===== config.mk =====
export PLATFORM = sky130hd
export DESIGN_NAME = serial_adder_ctrl
export DESIGN_NICKNAME = d
export VERILOG_FILES = /design/src/rtl/serial_adder_ctrl.sv
export SDC_FILE = /design/constraint.sdc
export NUM_CORES = 1
export LEC_CHECK = 0
export BUFFER_PORTS_ARGS = -buffer_cell sky130_fd_sc_hd__buf_2
export CAP_MARGIN = 20
export CORE_ASPECT_RATIO = 0.8
export CORE_MARGIN = 4
export CORE_UTILIZATION = 50
export CTS_CLUSTER_DIAMETER = 100
export DETAILED_ROUTE_END_ITERATION = 10
export PLACE_DENSITY_LB_ADDON = 0.25
export SYNTH_ARGS = -nofsm -noshare
export SYNTH_HDL_FRONTEND = slang
export SYNTH_SLANG_ARGS = --single-unit

===== constraint.sdc =====
create_clock -name clk -period 2.35 [get_ports clk]
set_input_delay 0 -clock clk [delete_from_list [all_inputs] [get_ports clk]]
set_output_delay 0 -clock clk [all_outputs]
set_load 0.01 [all_outputs]

===== src/rtl/serial_adder_ctrl.sv =====
// rtl/serial_adder_ctrl.sv - bit-serial adder controller around the Adder1bit full adder cell
// Optional signed-overflow output enabled by defining SERIAL_ADDER_OVF_EN.
module serial_adder_ctrl #(
  parameter int WIDTH = 8
) (
  input  logic             clk,
  input  logic             rst,
  input  logic             start,
  input  logic [WIDTH-1:0] a,
  input  logic [WIDTH-1:0] b,
  input  logic             cin,
  output logic             busy,
  output logic             done,
  output logic [WIDTH-1:0] sum,
  output logic             cout
`ifdef SERIAL_ADDER_OVF_EN
  ,
  output logic             ovf
`endif
);

  localparam int CW = $clog2(WIDTH) + 1;

  typedef enum logic [1:0] {
    S_IDLE,
    S_SHIFT,
    S_DONE
  } state_t;

  state_t state, state_next;

  logic [WIDTH-1:0] a_sh, b_sh;
  logic [WIDTH-2:0] s_sh;
  logic [WIDTH-1:0] s_cat;
  logic [CW-1:0]    cnt;
  logic             carry;
  logic             s_bit, c_bit;
  logic             last;

  Adder1bit u_cell (
    .A   (a_sh[0]),
    .B   (b_sh[0]),
    .Cin (carry),
    .S   (s_bit),
    .Cout(c_bit)
  );

  // s_sh keeps only the upper sum bits; the newest cell output is prepended on the fly
  assign s_cat = {s_bit, s_sh};
  assign last  = (cnt == CW'(WIDTH - 1));

  always_ff @(posedge clk) begin
    if (rst) state <= S_IDLE;
    else     state <= state_next;
  end

  always_comb begin
    state_next = state;
    busy       = 1'b0;
    done       = 1'b0;
    case (state)
      S_IDLE:  if (start) state_next = S_SHIFT;
      S_SHIFT: begin
        busy = 1'b1;
        if (last) state_next = S_DONE;
      end
      S_DONE: begin
        done       = 1'b1;
        state_next = S_IDLE;
      end
      default: state_next = S_IDLE;
    endcase
  end

  always_ff @(posedge clk) begin
    if (rst) begin
      a_sh  <= '0;
      b_sh  <= '0;
      s_sh  <= '0;
      carry <= 1'b0;
      cnt   <= '0;
      sum   <= '0;
      cout  <= 1'b0;
`ifdef SERIAL_ADDER_OVF_EN
      ovf   <= 1'b0;
`endif
    end else begin
      case (state)
        S_IDLE: begin
          if (start) begin
            a_sh  <= a;
            b_sh  <= b;
            carry <= cin;
            cnt   <= '0;
          end
        end
        S_SHIFT: begin
          s_sh  <= s_cat[WIDTH-1:1];
          a_sh  <= {1'b0, a_sh[WIDTH-1:1]};
          b_sh  <= {1'b0, b_sh[WIDTH-1:1]};
          carry <= c_bit;
          cnt   <= cnt + CW'(1);
          if (last) begin
            sum  <= s_cat;
            cout <= c_bit;
`ifdef SERIAL_ADDER_OVF_EN
            // carry still holds the carry into the MSB on this edge
            ovf  <= carry ^ c_bit;
`endif
          end
        end
        default: ;
      endcase
    end
  end

endmodule

module Adder1bit (
  input  logic A,
  input  logic B,
  input  logic Cin,
  output logic S,
  output logic Cout
);
  assign S    = A ^ B ^ Cin;
  assign Cout = (A & B) | (Cin & (A ^ B));
endmodule


# Word-level counts from Yosys, hierarchy flattened

Cells that the tools add are included.
Widths: inputs -> output; s select.

Output and inout port bits: 11
Input bits: 20
Register bits: 39
Logic and storage cells: 37

Bitwise operators: 5
Add/sub/neg operators: 1
Mux-type cells: 13
Reduce and logical (&&, ||, !) cells: 5
Equality and inequality tests: 5

Operators by type and width:

| cell                | number |
|---|---|
| $pmux 8 s2          | 2 |
| $mux 8              | 2 |
| $pmux 4 s2          | 1 |
| $reduce_and 2->1    | 3 |
| $add 4x1->4 const B | 1 |
| $eq 4x3->1 const B  | 1 |
| $mux 2              | 2 |
| $mux 4              | 1 |
| $ne 2x2->1 const B  | 2 |
| $pmux 2 s2          | 1 |
| $mux 1              | 3 |
| $and 1x1->1         | 2 |
| $eq 2x1->1 const B  | 1 |
| $eq 2x2->1 const B  | 1 |
| $logic_not 2->1     | 1 |
| $pmux 1 s2          | 1 |
| $reduce_bool 2->1   | 1 |
| $xor 1x1->1         | 2 |
| $or 1x1->1          | 1 |

# Longest topological paths before layout

Depth after elaboration: 4
Depth in mapped cells: 7

# Hierarchy

Synthesis repeated with hierarchy kept, for this count alone.

Cells, all modules: 195
Area total of the unflattened synthesis: 1,757.9 µm²

Modules (own cells, without submodules):

| module            | times used | area an instance (µm²) | cells an instance | seq. area each (µm²) |
|---|---|---|---|---|
| serial_adder_ctrl | 1          | 1,737.9                | 194               | 780.7 |
| Adder1bit         | 1          | 20.0                   | 1                 | 0.0 |

# Worst setup path before layout

No wires, ideal clock.

Path type: reg-to-reg
Start: reg cnt[0]
End: reg cout
Arrival: 1.096 ns
Setup time: 0.072 ns
Path buffers: 1
Cell stages (with the launch flop): 6
Path slack: 1.182 ns
Cell sequence: dfxtp_1 ha_1 nand2_1 nor3_1 buf_4 mux2i_1

Cells in the longest elaborated chain, start to end: 2

RTL lines:

| element                    | RTL line | text |
|---|---|---|
| from (decl)                | 35       | `logic [CW-1:0] cnt;` |
| from (signal assigned)     | 102      | `cnt <= cnt + CW'(1);` |
| $eq 4x3->1                 | 50       | `assign last = (cnt == CW'(WIDTH - 1));` |
| $reduce_and 2->1 (no line) | -        |  |
| to (signal assigned)       | 105      | `cout <= c_bit;` |
| to (decl)                  | 15       | `output logic cout` |

Every way passes these cells.
A chain may end at the register's enable or synchronous reset.

# Worst setup path in the final report

Start: reg state[0]
End: reg b_sh[6]

Cells in the longest elaborated chain, start to end: 3
Elaborated cells between the ends (all ways): 6

RTL lines:

| element                                                          | RTL line | text |
|---|---|---|
| from (decl)                                                      | 30       | `state_t state, state_next;` |
| from (signal assigned)                                           | 54       | `else state <= state_next;` |
| $eq 2x1->1 / $logic_not 2->1 (equally long branches)             | 88       | `case (state)` |
| $reduce_bool 2->1 (no line) / $ne 2x2->1 (equally long branches) | -        |  |
| $reduce_and 2->1 (no line)                                       | -        |  |
| to (signal assigned)                                             | 100      | `b_sh <= {1'b0, b_sh[WIDTH-1:1]};` |
| to (decl)                                                        | 32       | `logic [WIDTH-1:0] a_sh, b_sh;` |

Several ways; a longest one is shown, not always the timed one.

==> results.cfg <==
[routing]
vias = 1368
route.antenna.remaining_nets = 0
avgViaCountPerCell = 5.34
routed_wl_um = 3350
firstDrtPassIters = 4
drc = 0
wire_per_inst_um = 13.1
drt_iter0_markers = 100

[pwr]
switching_power_uw = 319
clockPowerShare_pct = 34.7
vdd_drop_max_v = 0.000311
seqPwrFrac_pct = 54.7
switching_share_pct = 24.5
power.leakage_nw = 0.743
intPower_uw = 985
total_power_mw = 1.30
power_density_mw_per_mm2 = 674
combPwrFrac_pct = 10.6

[cells_and_area]
layout.cells.non_filler = 256
layout.nets = 238
drive_gt1_share_pct = 19.0
seqCellArea_um2 = 781
final_core_util_pct = 60.9
final_area_mm2 = 0.00193
fill_cells = 287
area_delta_synth_final_pct = 13.3
multi_input_area_um2 = 818
num_antenna_cells = 0

[setup_path]
r2r-start = state[0]$_SDFFE_PP0P_
startpoint = state[0]$_SDFFE_PP0P_
cp-end-kind = register
worstSetupStartpointType = register
critical_path.max_fanout = 16
crit_arrival_ps = 1760
cp.required_ps = 2550
reg2reg_depth = 4
critical_path_class = register to register

[synth]
syn_area_mm2 = 0.00171
syn_area_per_cell_um2 = 8.98
synth-seq-cells = 39
netlist_instances = 190
syn_nets = 212
synth_cell_types = 27
seq_area_frac_synth_pct = 45.7
ys_warn_count = 0

[run]
drv_cap = 0

[placement]
place_hpwl_um = 2340
dpl_cell_area_mm2 = 0.00183
gp_routability_congestion = 0.752
portBuffers = 30
dp.cells = 247

[global_routing]
grt.total_usage_pct = 16.7
grt_start_max_net_pins = 49
grt.overflow.total = 0
grt_pass1_wl_um = 5620
antenna_found_initial = 0
grt_pass1_vias = 1312

[clocking]
clock_tree.buffer_depth = 2
ctsHtreeMaxLevel = 2
clock_latency_ps = 290
cts_resized = 0
clock_sinks = 39
clk_pin_slew_worst_paths_ps = 70
cts_buffers = 5
root_buffer = clkbuf_8
cts_tree = built

[floorplanning]
die_area_mm2 = 0.00442
core_mm2 = 0.00318
rows = 18
io_pins = 31
chipWidth_um = 73.3
die_y_um = 60.3
initial_core_util_pct = 53.7

[min_path]
hold_path.class = input port to register
whs_path_depth = 3
hp-start = a[4]

[sta]
rsz0062_at_grt = false
final_max_slew_viol_count = 0
skew_ps = 4.68
setup_violations = 0
tns_ps = 0
post-route-min-period_ps = 1560
worst_pin_slew_ps = 706
hold_violations = 0
fin_crit_sh_pct = 66.3
relSlewSlack_pct = 53.0
fmaxAchievable_mhz = 642

[status]
status = complete, no violations
[layer usage]
layer  vias up  share of wire, %  global-route usage, %
met3         5               5.7                   5.55
li1        710                 -                      -
met5         -                 0                      0
met4         0               1.2                   5.43
met2        27                48                   28.2
met1       626                45                   20.0
[metrics by stage]
| stage | setup slack, ps | hold slack, ps |
|---|---|---|
| after floorplan | 1180 | 148 |
| after global placement | 898 | 240 |
| after global routing | 624 | 59.1 |
| after detailed placement | 802 | 250 |
| final | 792 | 50.3 |
| after CTS | 803 | 46.9 |
[worst paths after layout]
check	end	slack, ps
setup reg to reg	b_sh[6]$_SDFFE_PP0P_	790
setup / recovery	b_sh[6]$_SDFFE_PP0P_	790
hold / removal	a_sh[4]$_SDFFE_PP0P_	50
hold reg to reg	s_sh[4]$_SDFFE_PP0P_	470
[kinds of logic after synthesis]
family | synth area share, %
adders and majority gates | 1.91
DFF | 45.7
muxes | 5.28
buffers and inverters | 6.30
AOI/OAI and AO/OA | 19.1
and+or+nand+nor | 21.6
[sequential cells by signal, summed over array words and instances (netlist names)]
name / cells
carry: 1
cout: 1
sum: 8
cnt: 4
b_sh: 8
a_sh: 8
state: 2
s_sh: 7
[worst max-delay path: stages (launching register included)]
cell and delay (ps):
dfxtp_1 530, buf_4 240, o21ba_2 380, nor2_1 80, a211oi_1 230
[layout make-up]
class | count | share of cell area, %
clock buffers | 6 | 4.27
clock inverters | 1 | 0.259
inverters | 3 | 0.583
multi-input cells | 133 | 42.3
flip-flops and latches | 39 | 40.4
well taps | 40 | 2.59
repair buffers | 34 | 9.58
[cells in the final DEF, fill, tap and decap left out, types with 2 or more instances in the layout]
cell,instances
nor2_1,30
a22oi_1,3
o22ai_1,5
a31oi_1,2
inv_1,3
nand3b_1,2
dlygate4sd3_1,2
clkbuf_8,6
buf_2,30
o2bb2ai_1,10
nand3_1,2
nor3_1,3
buf_4,2
a211oi_1,16
a21oi_1,7
nand2b_1,19
nand2_1,17
mux2i_1,9
dfxtp_1,39
[power by group through the flow]
stage	logic, mW	registers, mW	clock network [mW]
3_5_place_dp	0.135	0.729	0
6_report	0.138	0.714	0.452
5_1_grt	0.158	0.717	0.496
2_1_floorplan	0.113	0.721	0
3_3_place_gp	0.131	0.727	0
4_1_cts	0.139	0.714	0.461
[cell usage after synthesis]
cell type | count | area (um2)
buf_6 | 4 | 45.0
buf_2 | 2 | 10.0
a211oi_1 | 16 | 120
fa_1 | 1 | 20.0
nor3_1 | 3 | 15.0
nand3_1 | 2 | 10.0
o2bb2ai_1 | 10 | 87.6
a22oi_1 | 3 | 22.5
o21bai_1 | 1 | 7.51
nand3b_1 | 2 | 15.0
o21ba_2 | 1 | 10.0
nor2_1 | 30 | 113
a31oi_1 | 2 | 12.5
or3_1 | 1 | 6.26
o22ai_1 | 5 | 31.3
mux2i_1 | 9 | 90.1
inv_1 | 3 | 11.3
nand2b_4 | 1 | 13.8
ha_1 | 1 | 12.5
dfxtp_1 | 39 | 781
buf_4 | 2 | 15.0
nor4_1 | 1 | 6.26
a21oi_1 | 7 | 35.0
nand2b_1 | 19 | 119
nor3b_1 | 1 | 7.51
nand2_1 | 17 | 63.8
clkbuf_1 | 7 | 26.3
[what timing repair did]
item                      4_1_cts  5_1_grt
hold endpoints to repair        2        0
buffers inserted                0        0
hold buffers                    2        0
Note: power is estimated with default switching activity, not from simulation.
